File: config.mk
export PLATFORM = sky130hd
export DESIGN_NAME = semaphore_access_arbiter_flat
export DESIGN_NICKNAME = d
export VERILOG_FILES = /design/src/rtl/semaphore_access_arbiter_if.sv /design/src/rtl/semaphore_access_arbiter.sv /design/src/flat_wrapper.sv
export SDC_FILE = /design/constraint.sdc
export NUM_CORES = 1
export LEC_CHECK = 0
export CAP_MARGIN = 20
export CELL_PAD_IN_SITES_DETAIL_PLACEMENT = 1
export CELL_PAD_IN_SITES_GLOBAL_PLACEMENT = 1
export CORE_MARGIN = 1.5
export CORE_UTILIZATION = 46
export DETAILED_ROUTE_END_ITERATION = 6
export DONT_BUFFER_PORTS = 1
export PLACE_DENSITY = 0.78
export SYNTH_ARGS = -nofsm -noshare
export SYNTH_HDL_FRONTEND = slang
export SYNTH_SLANG_ARGS = --single-unit
File: constraint.sdc
create_clock -name SEMAPHOREARBITER_Clk -period 1.9 [get_ports SEMAPHOREARBITER_Clk]
set_input_delay 0.38 -clock SEMAPHOREARBITER_Clk [delete_from_list [all_inputs] [get_ports SEMAPHOREARBITER_Clk]]
set_output_delay 0.38 -clock SEMAPHOREARBITER_Clk [all_outputs]
set_load 0.05 [all_outputs]
File: src/rtl/semaphore_access_arbiter_if.sv
// rtl/semaphore_access_arbiter_if.sv - core request/response, router bus and status bundle
//
// Groups every non-clock/reset signal of semaphore_access_arbiter.
//   master : the request side (cores) drives Req/Op/SemId/Data and observes the rest
//   slave  : the arbiter drives Ack/Granted, router bus and status outputs
interface semaphore_access_arbiter_if #(
  parameter int NumberOfSemaphores = 4,
  parameter int NumberOfCores      = 2,
  parameter int SemIdW  = (NumberOfSemaphores > 1) ? $clog2(NumberOfSemaphores) : 1,
  parameter int CoreIdW = (NumberOfCores > 1) ? $clog2(NumberOfCores) : 1
);
  logic [NumberOfCores-1:0]        SEMAPHOREARBITER_Req_fromCore;
  logic [NumberOfCores-1:0]        SEMAPHOREARBITER_Op_fromCore;
  logic [SemIdW*NumberOfCores-1:0] SEMAPHOREARBITER_SemId_fromCore;
  logic [4*NumberOfCores-1:0]      SEMAPHOREARBITER_Data_fromCore;
  logic [NumberOfCores-1:0]        SEMAPHOREARBITER_Ack_toCore;
  logic [NumberOfCores-1:0]        SEMAPHOREARBITER_Granted_toCore;
  logic [7:0]                      SEMAPHOREARBITER_Addr_toRouter;
  logic                            SEMAPHOREARBITER_EN_toRouter;
  logic                            SEMAPHOREARBITER_WR_toRouter;
  logic [3:0]                      SEMAPHOREARBITER_Data_toRouter;
  logic [NumberOfSemaphores-1:0]   SEMAPHOREARBITER_OwnerValid;
  logic                            SEMAPHOREARBITER_Busy;

  modport master (
    output SEMAPHOREARBITER_Req_fromCore, SEMAPHOREARBITER_Op_fromCore,
           SEMAPHOREARBITER_SemId_fromCore, SEMAPHOREARBITER_Data_fromCore,
    input  SEMAPHOREARBITER_Ack_toCore, SEMAPHOREARBITER_Granted_toCore,
           SEMAPHOREARBITER_Addr_toRouter, SEMAPHOREARBITER_EN_toRouter,
           SEMAPHOREARBITER_WR_toRouter, SEMAPHOREARBITER_Data_toRouter,
           SEMAPHOREARBITER_OwnerValid, SEMAPHOREARBITER_Busy
  );

  modport slave (
    input  SEMAPHOREARBITER_Req_fromCore, SEMAPHOREARBITER_Op_fromCore,
           SEMAPHOREARBITER_SemId_fromCore, SEMAPHOREARBITER_Data_fromCore,
    output SEMAPHOREARBITER_Ack_toCore, SEMAPHOREARBITER_Granted_toCore,
           SEMAPHOREARBITER_Addr_toRouter, SEMAPHOREARBITER_EN_toRouter,
           SEMAPHOREARBITER_WR_toRouter, SEMAPHOREARBITER_Data_toRouter,
           SEMAPHOREARBITER_OwnerValid, SEMAPHOREARBITER_Busy
  );
endinterface

File: src/rtl/semaphore_access_arbiter.sv
// rtl/semaphore_access_arbiter.sv - round-robin semaphore lock/release arbiter with ownership table
//
// Ports:
//   SEMAPHOREARBITER_Clk     : clock, rising edge
//   SEMAPHOREARBITER_nReset  : asynchronous active-low reset
//   bus (slave modport)      : per-core Req/Op/SemId/Data in, Ack/Granted out,
//                              router Addr/EN/WR/Data out, OwnerValid and Busy status
// One transaction per three cycles: IDLE (select) -> EXEC (bus write) -> RESP (ack).
module semaphore_access_arbiter #(
  parameter int NumberOfSemaphores = 4,
  parameter int NumberOfCores      = 2,
  parameter int SemIdW  = (NumberOfSemaphores > 1) ? $clog2(NumberOfSemaphores) : 1,
  parameter int CoreIdW = (NumberOfCores > 1) ? $clog2(NumberOfCores) : 1
) (
  input logic                      SEMAPHOREARBITER_Clk,
  input logic                      SEMAPHOREARBITER_nReset,
  semaphore_access_arbiter_if.slave bus
);

  typedef enum logic [1:0] {IDLE, EXEC, RESP} state_t;

  state_t                        state_q, state_d;
  logic [CoreIdW-1:0]            rr_ptr_q;
  logic [CoreIdW-1:0]            core_q;
  logic                          op_q;
  logic [SemIdW-1:0]             sem_q;
  logic                          ok_q;
  logic [CoreIdW-1:0]            owner_q [NumberOfSemaphores];
  logic [NumberOfSemaphores-1:0] owner_valid_q;
  logic                          en_q;
  logic [7:0]                    addr_q;
  logic [3:0]                    dout_q;
  logic [NumberOfCores-1:0]      ack_q;
  logic [NumberOfCores-1:0]      granted_q;

  // Round-robin winner search starting at rr_ptr_q
  logic               any_req;
  logic [CoreIdW-1:0] win_core;
  logic [CoreIdW-1:0] rr_next;
  int                 cand;

  always_comb begin
    any_req  = 1'b0;
    win_core = '0;
    cand     = 0;
    for (int i = 0; i < NumberOfCores; i++) begin
      cand = int'(rr_ptr_q) + i;
      if (cand >= NumberOfCores) cand = cand - NumberOfCores;
      if (!any_req && bus.SEMAPHOREARBITER_Req_fromCore[CoreIdW'(cand)]) begin
        any_req  = 1'b1;
        win_core = CoreIdW'(cand);
      end
    end
    rr_next = (int'(win_core) == NumberOfCores - 1) ? '0 : win_core + 1'b1;
  end

  // Decision for the winner, taken against the table as it stands at selection
  logic              win_op;
  logic [SemIdW-1:0] win_sem;
  logic [3:0]        win_data;
  logic              sem_ok, held, mine, win_ok;
  logic [7:0]        win_addr;

  always_comb begin
    win_op   = bus.SEMAPHOREARBITER_Op_fromCore[win_core];
    win_sem  = bus.SEMAPHOREARBITER_SemId_fromCore[int'(win_core)*SemIdW +: SemIdW];
    win_data = bus.SEMAPHOREARBITER_Data_fromCore[int'(win_core)*4 +: 4];
    sem_ok   = int'(win_sem) < NumberOfSemaphores;
    // Out-of-range IDs never index the table
    held     = sem_ok && owner_valid_q[win_sem];
    mine     = held && (owner_q[win_sem] == win_core);
    win_ok   = sem_ok && (win_op ? (!held || mine) : mine);
    win_addr = 8'(int'(win_sem) * NumberOfCores + int'(win_core));
  end

  // State register
  always_ff @(posedge SEMAPHOREARBITER_Clk or negedge SEMAPHOREARBITER_nReset) begin
    if (!SEMAPHOREARBITER_nReset) state_q <= IDLE;
    else                          state_q <= state_d;
  end

  // Next-state logic
  always_comb begin
    state_d = state_q;
    case (state_q)
      IDLE:    if (any_req) state_d = EXEC;
      EXEC:    state_d = RESP;
      RESP:    state_d = IDLE;
      default: state_d = IDLE;
    endcase
  end

  // Datapath: latch winner, drive bus in EXEC, update table at end of EXEC, ack in RESP
  always_ff @(posedge SEMAPHOREARBITER_Clk or negedge SEMAPHOREARBITER_nReset) begin
    if (!SEMAPHOREARBITER_nReset) begin
      rr_ptr_q      <= '0;
      core_q        <= '0;
      op_q          <= 1'b0;
      sem_q         <= '0;
      ok_q          <= 1'b0;
      owner_valid_q <= '0;
      en_q          <= 1'b0;
      addr_q        <= '0;
      dout_q        <= '0;
      ack_q         <= '0;
      granted_q     <= '0;
      for (int s = 0; s < NumberOfSemaphores; s++) owner_q[s] <= '0;
    end else begin
      en_q      <= 1'b0;
      addr_q    <= '0;
      dout_q    <= '0;
      ack_q     <= '0;
      granted_q <= '0;
      case (state_q)
        IDLE: begin
          if (any_req) begin
            core_q   <= win_core;
            op_q     <= win_op;
            sem_q    <= win_sem;
            ok_q     <= win_ok;
            rr_ptr_q <= rr_next;
            if (win_ok) begin
              en_q   <= 1'b1;
              addr_q <= win_addr;
              dout_q <= win_op ? win_data : 4'd0;
            end
          end
        end
        EXEC: begin
          if (ok_q) begin
            if (op_q) begin
              owner_q[sem_q]       <= core_q;
              owner_valid_q[sem_q] <= 1'b1;
            end else begin
              owner_valid_q[sem_q] <= 1'b0;
            end
          end
          ack_q[core_q]     <= 1'b1;
          granted_q[core_q] <= ok_q;
        end
        default: ;
      endcase
    end
  end

  // Outputs: all straight from registers
  always_comb begin
    bus.SEMAPHOREARBITER_Busy           = (state_q != IDLE);
    bus.SEMAPHOREARBITER_EN_toRouter    = en_q;
    bus.SEMAPHOREARBITER_WR_toRouter    = en_q;
    bus.SEMAPHOREARBITER_Addr_toRouter  = addr_q;
    bus.SEMAPHOREARBITER_Data_toRouter  = dout_q;
    bus.SEMAPHOREARBITER_Ack_toCore     = ack_q;
    bus.SEMAPHOREARBITER_Granted_toCore = granted_q;
    bus.SEMAPHOREARBITER_OwnerValid     = owner_valid_q;
  end

endmodule

File: src/flat_wrapper.sv
// flat-port wrapper written by rule: the top's interface ports become plain ports
module semaphore_access_arbiter_flat 
#(
  parameter int NumberOfSemaphores = 4,
  parameter int NumberOfCores      = 2,
  parameter int SemIdW  = (NumberOfSemaphores > 1) ? $clog2(NumberOfSemaphores) : 1,
  parameter int CoreIdW = (NumberOfCores > 1) ? $clog2(NumberOfCores) : 1
)
  (SEMAPHOREARBITER_Clk, SEMAPHOREARBITER_nReset, bus_SEMAPHOREARBITER_Req_fromCore, bus_SEMAPHOREARBITER_Op_fromCore, bus_SEMAPHOREARBITER_SemId_fromCore, bus_SEMAPHOREARBITER_Data_fromCore, bus_SEMAPHOREARBITER_Ack_toCore, bus_SEMAPHOREARBITER_Granted_toCore, bus_SEMAPHOREARBITER_Addr_toRouter, bus_SEMAPHOREARBITER_EN_toRouter, bus_SEMAPHOREARBITER_WR_toRouter, bus_SEMAPHOREARBITER_Data_toRouter, bus_SEMAPHOREARBITER_OwnerValid, bus_SEMAPHOREARBITER_Busy);
  semaphore_access_arbiter_if #(.NumberOfSemaphores(NumberOfSemaphores), .NumberOfCores(NumberOfCores), .SemIdW(SemIdW), .CoreIdW(CoreIdW)) bus_i ();
  input logic SEMAPHOREARBITER_Clk;
  input logic SEMAPHOREARBITER_nReset;
  input wire logic [$bits(bus_i.SEMAPHOREARBITER_Req_fromCore)-1:0] bus_SEMAPHOREARBITER_Req_fromCore;
  input wire logic [$bits(bus_i.SEMAPHOREARBITER_Op_fromCore)-1:0] bus_SEMAPHOREARBITER_Op_fromCore;
  input wire logic [$bits(bus_i.SEMAPHOREARBITER_SemId_fromCore)-1:0] bus_SEMAPHOREARBITER_SemId_fromCore;
  input wire logic [$bits(bus_i.SEMAPHOREARBITER_Data_fromCore)-1:0] bus_SEMAPHOREARBITER_Data_fromCore;
  output wire logic [$bits(bus_i.SEMAPHOREARBITER_Ack_toCore)-1:0] bus_SEMAPHOREARBITER_Ack_toCore;
  output wire logic [$bits(bus_i.SEMAPHOREARBITER_Granted_toCore)-1:0] bus_SEMAPHOREARBITER_Granted_toCore;
  output wire logic [$bits(bus_i.SEMAPHOREARBITER_Addr_toRouter)-1:0] bus_SEMAPHOREARBITER_Addr_toRouter;
  output wire logic [$bits(bus_i.SEMAPHOREARBITER_EN_toRouter)-1:0] bus_SEMAPHOREARBITER_EN_toRouter;
  output wire logic [$bits(bus_i.SEMAPHOREARBITER_WR_toRouter)-1:0] bus_SEMAPHOREARBITER_WR_toRouter;
  output wire logic [$bits(bus_i.SEMAPHOREARBITER_Data_toRouter)-1:0] bus_SEMAPHOREARBITER_Data_toRouter;
  output wire logic [$bits(bus_i.SEMAPHOREARBITER_OwnerValid)-1:0] bus_SEMAPHOREARBITER_OwnerValid;
  output wire logic [$bits(bus_i.SEMAPHOREARBITER_Busy)-1:0] bus_SEMAPHOREARBITER_Busy;
  assign bus_i.SEMAPHOREARBITER_Req_fromCore = bus_SEMAPHOREARBITER_Req_fromCore;
  assign bus_i.SEMAPHOREARBITER_Op_fromCore = bus_SEMAPHOREARBITER_Op_fromCore;
  assign bus_i.SEMAPHOREARBITER_SemId_fromCore = bus_SEMAPHOREARBITER_SemId_fromCore;
  assign bus_i.SEMAPHOREARBITER_Data_fromCore = bus_SEMAPHOREARBITER_Data_fromCore;
  assign bus_SEMAPHOREARBITER_Ack_toCore = bus_i.SEMAPHOREARBITER_Ack_toCore;
  assign bus_SEMAPHOREARBITER_Granted_toCore = bus_i.SEMAPHOREARBITER_Granted_toCore;
  assign bus_SEMAPHOREARBITER_Addr_toRouter = bus_i.SEMAPHOREARBITER_Addr_toRouter;
  assign bus_SEMAPHOREARBITER_EN_toRouter = bus_i.SEMAPHOREARBITER_EN_toRouter;
  assign bus_SEMAPHOREARBITER_WR_toRouter = bus_i.SEMAPHOREARBITER_WR_toRouter;
  assign bus_SEMAPHOREARBITER_Data_toRouter = bus_i.SEMAPHOREARBITER_Data_toRouter;
  assign bus_SEMAPHOREARBITER_OwnerValid = bus_i.SEMAPHOREARBITER_OwnerValid;
  assign bus_SEMAPHOREARBITER_Busy = bus_i.SEMAPHOREARBITER_Busy;
  semaphore_access_arbiter #(.NumberOfSemaphores(NumberOfSemaphores), .NumberOfCores(NumberOfCores), .SemIdW(SemIdW), .CoreIdW(CoreIdW)) u_core (.SEMAPHOREARBITER_Clk(SEMAPHOREARBITER_Clk), .SEMAPHOREARBITER_nReset(SEMAPHOREARBITER_nReset), .bus(bus_i));
endmodule
Word level (Yosys, flattened, before mapping)

Index checks and enable logic that the tools add are counted.

Register bits: 33
Input port bits: 18
Output and inout bits: 23
Word-level logic and storage cells: 99

Add/subtract/negate cells: 5
$lt $le $gt $ge: 13
Equality and inequality tests: 3
Shift-type cells: 2
Multiplexer cells: 41
Bitwise gates (word level): 6
Reduce and logical (&&, ||, !) cells: 13

Operators with widths:

| kind                  | count |
|---|---|
| $mux W8               | 3 |
| $mux W1               | 23 |
| $mux W4               | 5 |
| $shiftx A8 B4 Y4      | 1 |
| $ge A3 B3 Y1 const B  | 2 |
| $lt A1 B3 Y1 const B  | 2 |
| $lt A2 B3 Y1 const B  | 2 |
| $mux W2               | 3 |
| $not A2 Y3            | 2 |
| $logic_and A1 B1 Y1   | 5 |
| $add A3 B1 Y4         | 1 |
| $and A4 B4 Y4         | 1 |
| $bmux W1 S2           | 2 |
| $bwmux W4             | 1 |
| $demux W1 S2          | 2 |
| $lt A1 B2 Y1 const B  | 2 |
| $not A4 Y4            | 1 |
| $or A4 B4 Y4          | 1 |
| $pmux W2 S2           | 1 |
| $reduce_and A2 Y1     | 2 |
| $shiftx A4 B3 Y2      | 1 |
| $lt A3 B1 Y1 const B  | 1 |
| $reduce_and A3 Y1     | 1 |
| $add A1 B1 Y2 const B | 1 |
| 15 further kinds      | 17 |

Logic depth before layout (Yosys ltp)

Depth after elaboration: 21
Mapped depth: 7
Depth with buffers taken out: 6

Least setup slack after synthesis

No wires, ideal clock.

Path type: register -> register
Start: register u_core.rr_ptr_q
End: register u_core.addr_q[1], in the netlist u_core.bus.SEMAPHOREARBITER_Addr_toRouter[1]
Setup time: 0.084 ns
Data arrival time: 1.671 ns
Required time: 1.816 ns
Slack: 0.145 ns
Cell stages (with the launch flop): 7
Path buffers: 0
Period minus slack after synthesis: 1.755 ns
Cells stage by stage: dfrtp_1 > nand2_2 > mux2i_1 > nand2_1 > a32o_1 > or3_1 > o22ai_1

Word-level cells in the longest chain between the ends: 16
Elaborated cells between the ends (all ways): 27
Those cells by class: add/sub: 4; order compare: 2; eq/ne: 1; shift: 1; mux: 15; bitwise: 1; reduce/logical: 3

Ends and longest elaborated chain:

| what                                       | RTL line                                                       | source |
|---|---|---|
| start: declaration                         | semaphore_access_arbiter.sv:23                                 | `logic [CoreIdW-1:0] rr_ptr_q;` |
| start signal: assignment                   | semaphore_access_arbiter.sv:121                                | `rr_ptr_q <= rr_next;` |
| $add A1 B1 Y2 (tied with other cells)      | semaphore_access_arbiter.sv:47                                 | `cand = int'(rr_ptr_q) + i;` |
| $ge A2 B2 Y1 (tied with other cells)       | semaphore_access_arbiter.sv:48                                 | `if (cand >= NumberOfCores) cand = cand - NumberOfCores;` |
| $mux W1, on equally long branches          | semaphore_access_arbiter.sv:48, semaphore_access_arbiter.sv:49 |  |
| $mux W1 *                                  | semaphore_access_arbiter.sv:49                                 | `if (!any_req && bus.SEMAPHOREARBITER_Req_fromCore[CoreIdW'(cand)]) begin` |
| $shiftx A4 B3 Y2                           | semaphore_access_arbiter.sv:66                                 | `win_sem = bus.SEMAPHOREARBITER_SemId_fromCore[int'(win_core)*SemIdW +: SemIdW];` |
| $not A2 Y3 (implied by the code)           | semaphore_access_arbiter.sv:71                                 | `mine = held && (owner_q[win_sem] == win_core);` |
| $bmux W1 S2                                | semaphore_access_arbiter.sv:71                                 |  |
| $mux W1 (implied by the code) (2 in a row) | semaphore_access_arbiter.sv:71                                 |  |
| $eq A1 B1 Y1                               | semaphore_access_arbiter.sv:71                                 |  |
| $logic_and A1 B1 Y1                        | semaphore_access_arbiter.sv:71                                 |  |
| $logic_or A1 B1 Y1                         | semaphore_access_arbiter.sv:72                                 | `win_ok = sem_ok && (win_op ? (!held \|\| mine) : mine);` |
| $mux W1                                    | semaphore_access_arbiter.sv:72                                 |  |
| $mux W8 *                                  | semaphore_access_arbiter.sv:122                                | `if (win_ok) begin` |
| $mux W8 *                                  | semaphore_access_arbiter.sv:116                                | `if (any_req) begin` |
| $mux W8 *                                  | semaphore_access_arbiter.sv:114                                | `case (state_q)` |
| end signal: assignment                     | semaphore_access_arbiter.sv:124                                | `addr_q <= win_addr;` |
| end: declaration                           | semaphore_access_arbiter.sv:31                                 | `logic [7:0] addr_q;` |

Every way passes the cells marked *; elsewhere a longest branch is shown, timed or not. The select of a mux whose other input is x is not followed.
A chain may end at the register's enable or synchronous reset.

Worst setup path in the final report

Start: register u_core.rr_ptr_q
End: register u_core.ok_q

Word-level cells in the longest chain between the ends: 13
Elaborated cells between the ends (all ways): 23
Those cells by class: add/sub: 3; order compare: 2; eq/ne: 1; shift: 1; mux: 12; bitwise: 1; reduce/logical: 3

Ends and longest elaborated chain:

| what                                       | RTL line                                                       | source |
|---|---|---|
| $add A1 B1 Y2 (tied with other cells)      | semaphore_access_arbiter.sv:47                                 |  |
| $ge A2 B2 Y1 (tied with other cells)       | semaphore_access_arbiter.sv:48                                 |  |
| $mux W1, on equally long branches          | semaphore_access_arbiter.sv:48, semaphore_access_arbiter.sv:49 |  |
| $mux W1 *                                  | semaphore_access_arbiter.sv:49                                 |  |
| $shiftx A4 B3 Y2                           | semaphore_access_arbiter.sv:66                                 |  |
| $not A2 Y3 (implied by the code)           | semaphore_access_arbiter.sv:71                                 |  |
| $bmux W1 S2                                | semaphore_access_arbiter.sv:71                                 |  |
| $mux W1 (implied by the code) (2 in a row) | semaphore_access_arbiter.sv:71                                 |  |
| $eq A1 B1 Y1                               | semaphore_access_arbiter.sv:71                                 |  |
| $logic_and A1 B1 Y1                        | semaphore_access_arbiter.sv:71                                 |  |
| $logic_or A1 B1 Y1                         | semaphore_access_arbiter.sv:72                                 |  |
| $mux W1 *                                  | semaphore_access_arbiter.sv:72                                 |  |
| end signal: assignment                     | semaphore_access_arbiter.sv:120                                | `ok_q <= win_ok;` |
| end: declaration                           | semaphore_access_arbiter.sv:27                                 | `logic ok_q;` |

Marks and branches as above.

==> flow_results.org <==
** Run status
- The run finished with clean final reports.

** Synthesis
- The number of different library cells used by synthesis comes to 32.
- Seq/Total Area, Yosys :: 0.542
- The average instance in the mapped netlist occupies 11.0 µm².
- Counting flops and latches in the post-synthesis netlist gives 28.
- Post-synth ARST share :: 1.00
- The most used flip-flop cell after synthesis is sky130_fd_sc_hd__dfrtp_1.
- Synthesis handed over a netlist of 118 instances.
- Number of synthesized flops with an enable pin :: 0
- Yosys warns :: 0
- Summing every instance area after synthesis gives 1290 µm².

** Min path
- HP Class :: input pin to register

** Global routing
- Entering global routing, the biggest net connects 29 pins.
- Number of global-route vias before repair :: 924
- Initial antenna violation count :: 0
- Overall global routing resource usage :: 0.176
- Overflow left after global routing :: 0
- The first global-routing pass estimated 4.33 mm of wire.

** Setup path
- STA puts the critical path data arrival time at 2.10 ns.
- Crit path required time :: 2.14 ns
- STA classifies the critical path endpoint as a register.
- The worst setup path is of the register to register kind.
- Launching element type of the critical path :: register
- Worst Path Max Fanout :: 5

** Clock tree
- Reg clk slew, reported paths :: 0.14 ns
- Total CTS buffers :: 3
- Counting every sink on the clock net gives 28.
- No sink is reached through more buffers than the 2 on the longest clock path.
- The later pin in the worst-skew pair is clocked with a latency of 0.33 ns.
- Root Driver :: sky130_fd_sc_hd__clkbuf_4
- CTS built an H-tree with a depth of 1.
- CTS tree :: built

** Placement
- Port buffering added 0 buffers.
- Routability cong. :: 0.771
- The HPWL after detailed placement is 1.95 mm.

** Cells and area
- Most used cells in the layout excluding fill and tap cells :: sky130_fd_sc_hd__dfrtp_1, sky130_fd_sc_hd__nand2_1, sky130_fd_sc_hd__buf_4, sky130_fd_sc_hd__nand3_1, sky130_fd_sc_hd__o22ai_1
- Final Util :: 0.548
- The number of antenna diodes in the final layout is 0.
- Counting the fill cells in the layout gives 290.
- Fraction of layout instances using a drive strength above 1 :: 0.263
- Leading cell type in the layout, fill and taps excluded :: sky130_fd_sc_hd__dfrtp_1
- Relative to the synthesized area, the layout overhead comes to 14.8%.
- In the final design database the tool counted 152 nets.
- Sequential cell area :: 701 µm²
- Combined area of the multi-input logic cells :: 558 µm²

** Floorplan
- The die covers 3140 µm².
- Boundary Pins :: 41
- Horizontal die dimension :: 56.0 µm
- Vert. Die Dim :: 56.0 µm
- Floorplan core area :: 2710 µm²
- For this configuration, the core starts out at a cell density of 0.477.
- Std-Cell Rows :: 19

** Job
- Maximum capacitance violations :: 0

** Timing
- Number of setup violations in the final report :: 0
- Setup repair after global routing could not meet its margin everywhere.
- Post-route clock period utilization :: 0.976
- Static timing analysis puts the maximum clock frequency at 539 MHz.
- WHS :: 0.194 ns
- Hold Fails Final Rpt :: 0
- Clock Skew :: 0.00514 ns
- Number of max-slew violations in the final report :: 0
- The worst path needs 1.85 ns of the cycle, external delays included.

** Route
- Count of TritonRoute iterations in the first routing pass :: 3
- In the final routed layout, each cell accounts on average for 15.3 µm.
- Iteration-0 DRC count of the detailed router :: 14
- After detailed routing, the number of remaining DRC violations is 0.
- The routed layout has 891 vias.
- Detailed Route WL :: 2.50 mm
- The detail route stage leaves a number of antenna-violating nets equal to 0.
- After detailed routing, the number of vias per cell comes to 5.43.

** Power
- Leak pwr :: 0.713 nW
- Worst ir drop on vdd :: 0.784 mV
- Power spread over the standard cell area amounts to 1480 nW/µm².
-- kinds of logic after synthesis --
group | after synthesis | share of synthesized area
compound gates | 19 | 0.104
other cells | 1 | 0.00290
flops | 28 | 0.542
buf+inv | 13 | 0.0610
mux | 12 | 0.114
xor+xnor | 2 | 0.0194
simple gates | 43 | 0.157
-- timing repair --
action                                  CTS  global route
hold endpoints to repair                 28             0
gates resized for setup                   2             4
hold buffers                              2             0
endpoints found under the setup margin    4             7
buffers inserted                          0             2
-- critical path, stage by stage, from the launching register on --
cell and delay [ns]:
sky130_fd_sc_hd__dfrtp_1 0.46, sky130_fd_sc_hd__nand2_4 0.13, sky130_fd_sc_hd__mux2_4 0.35, sky130_fd_sc_hd__mux2i_1 0.15, sky130_fd_sc_hd__mux2i_2 0.30, sky130_fd_sc_hd__xnor2_2 0.14
sky130_fd_sc_hd__o311ai_2 0.23
-- final timing paths --
path	cells past startpoint	slack, ns	from	to
worst min-delay path	2	0.19	bus_SEMAPHOREARBITER_Data_fromCore[2]	u_core.bus.SEMAPHOREARBITER_Data_toRouter[2]$_DFF_PN0_
worst max register to register	6	0.05	u_core.rr_ptr_q$_DFFE_PN0P_	u_core.ok_q$_DFFE_PN0P_
worst min register to register	1	0.53	u_core.owner_q[1]$_DFFE_PN0P_	u_core.owner_q[1]$_DFFE_PN0P_
worst max-delay path	6	0.05	u_core.rr_ptr_q$_DFFE_PN0P_	u_core.ok_q$_DFFE_PN0P_
max in group asynchronous	2	1.27	SEMAPHOREARBITER_nReset	u_core.rr_ptr_q$_DFFE_PN0P_
min in group asynchronous	2	0.47	SEMAPHOREARBITER_nReset	u_core.bus.SEMAPHOREARBITER_Ack_toCore[1]$_DFF_PN0_
-- power by group --
| part | internal [mW] | leakage, nW | total (mW) | switching, mW |
|---|---|---|---|---|
| clock | 0.117 | 0.0210 | 0.288 | 0.170 |
| sequential | 0.761 | 0.370 | 1.02 | 0.262 |
| combinational | 0.352 | 0.322 | 0.891 | 0.540 |
-- metal layers --
metal / global-route usage / wire length, µm / up-vias
met1: 0.216 / 1010 / 437
li1: - / - / 434
met2: 0.316 / 1370 / 18
met3: 0.0349 / 100 / 2
met5: 0 / 0 / -
met4: 0.0442 / 26 / 0
-- cell type report --
class                           count  area share
Sequential cell                    28       0.472
Multi-Input combinational cell     81       0.376
Timing Repair Buffer               16      0.0911
Tap cell                           31      0.0261
Clock buffer                        4      0.0245
Inverter                            4      0.0101
-- cells in the mapped netlist, drive strengths merged (2+ instances only) --
cell type	number	area share
buf	7	0.044
nand2	16	0.048
nor2b	2	0.0097
mux2	6	0.055
o21ai	5	0.019
clkbuf	2	0.0058
and2	3	0.015
nor3	2	0.0077
a21o	2	0.012
a21oi	2	0.011
or3	2	0.0097
inv	4	0.012
nor2	5	0.015
xnor2	2	0.019
nand3	11	0.043
o22ai	6	0.029
dfrtp	28	0.54
mux2i	6	0.059
-- metrics by stage --
step | setup WS [ns] | cells | power [mW] | instance area (µm²) | setup TNS (ns)
CTS | 0.0318 | 162 | 2.18 | 1450 | 0
floorplan | 0.145 | 122 | 1.65 | 1310 | 0
detailed placement | 0.000521 | 156 | 1.87 | 1370 | 0
global placement | 0.0978 | 156 | 1.83 | 1370 | 0
finish | 0.0452 | 164 | 2.20 | 1480 | 0
global route | -0.0382 | 164 | 2.33 | 1480 | -0.0809
Power figures use the tool's default switching activity.
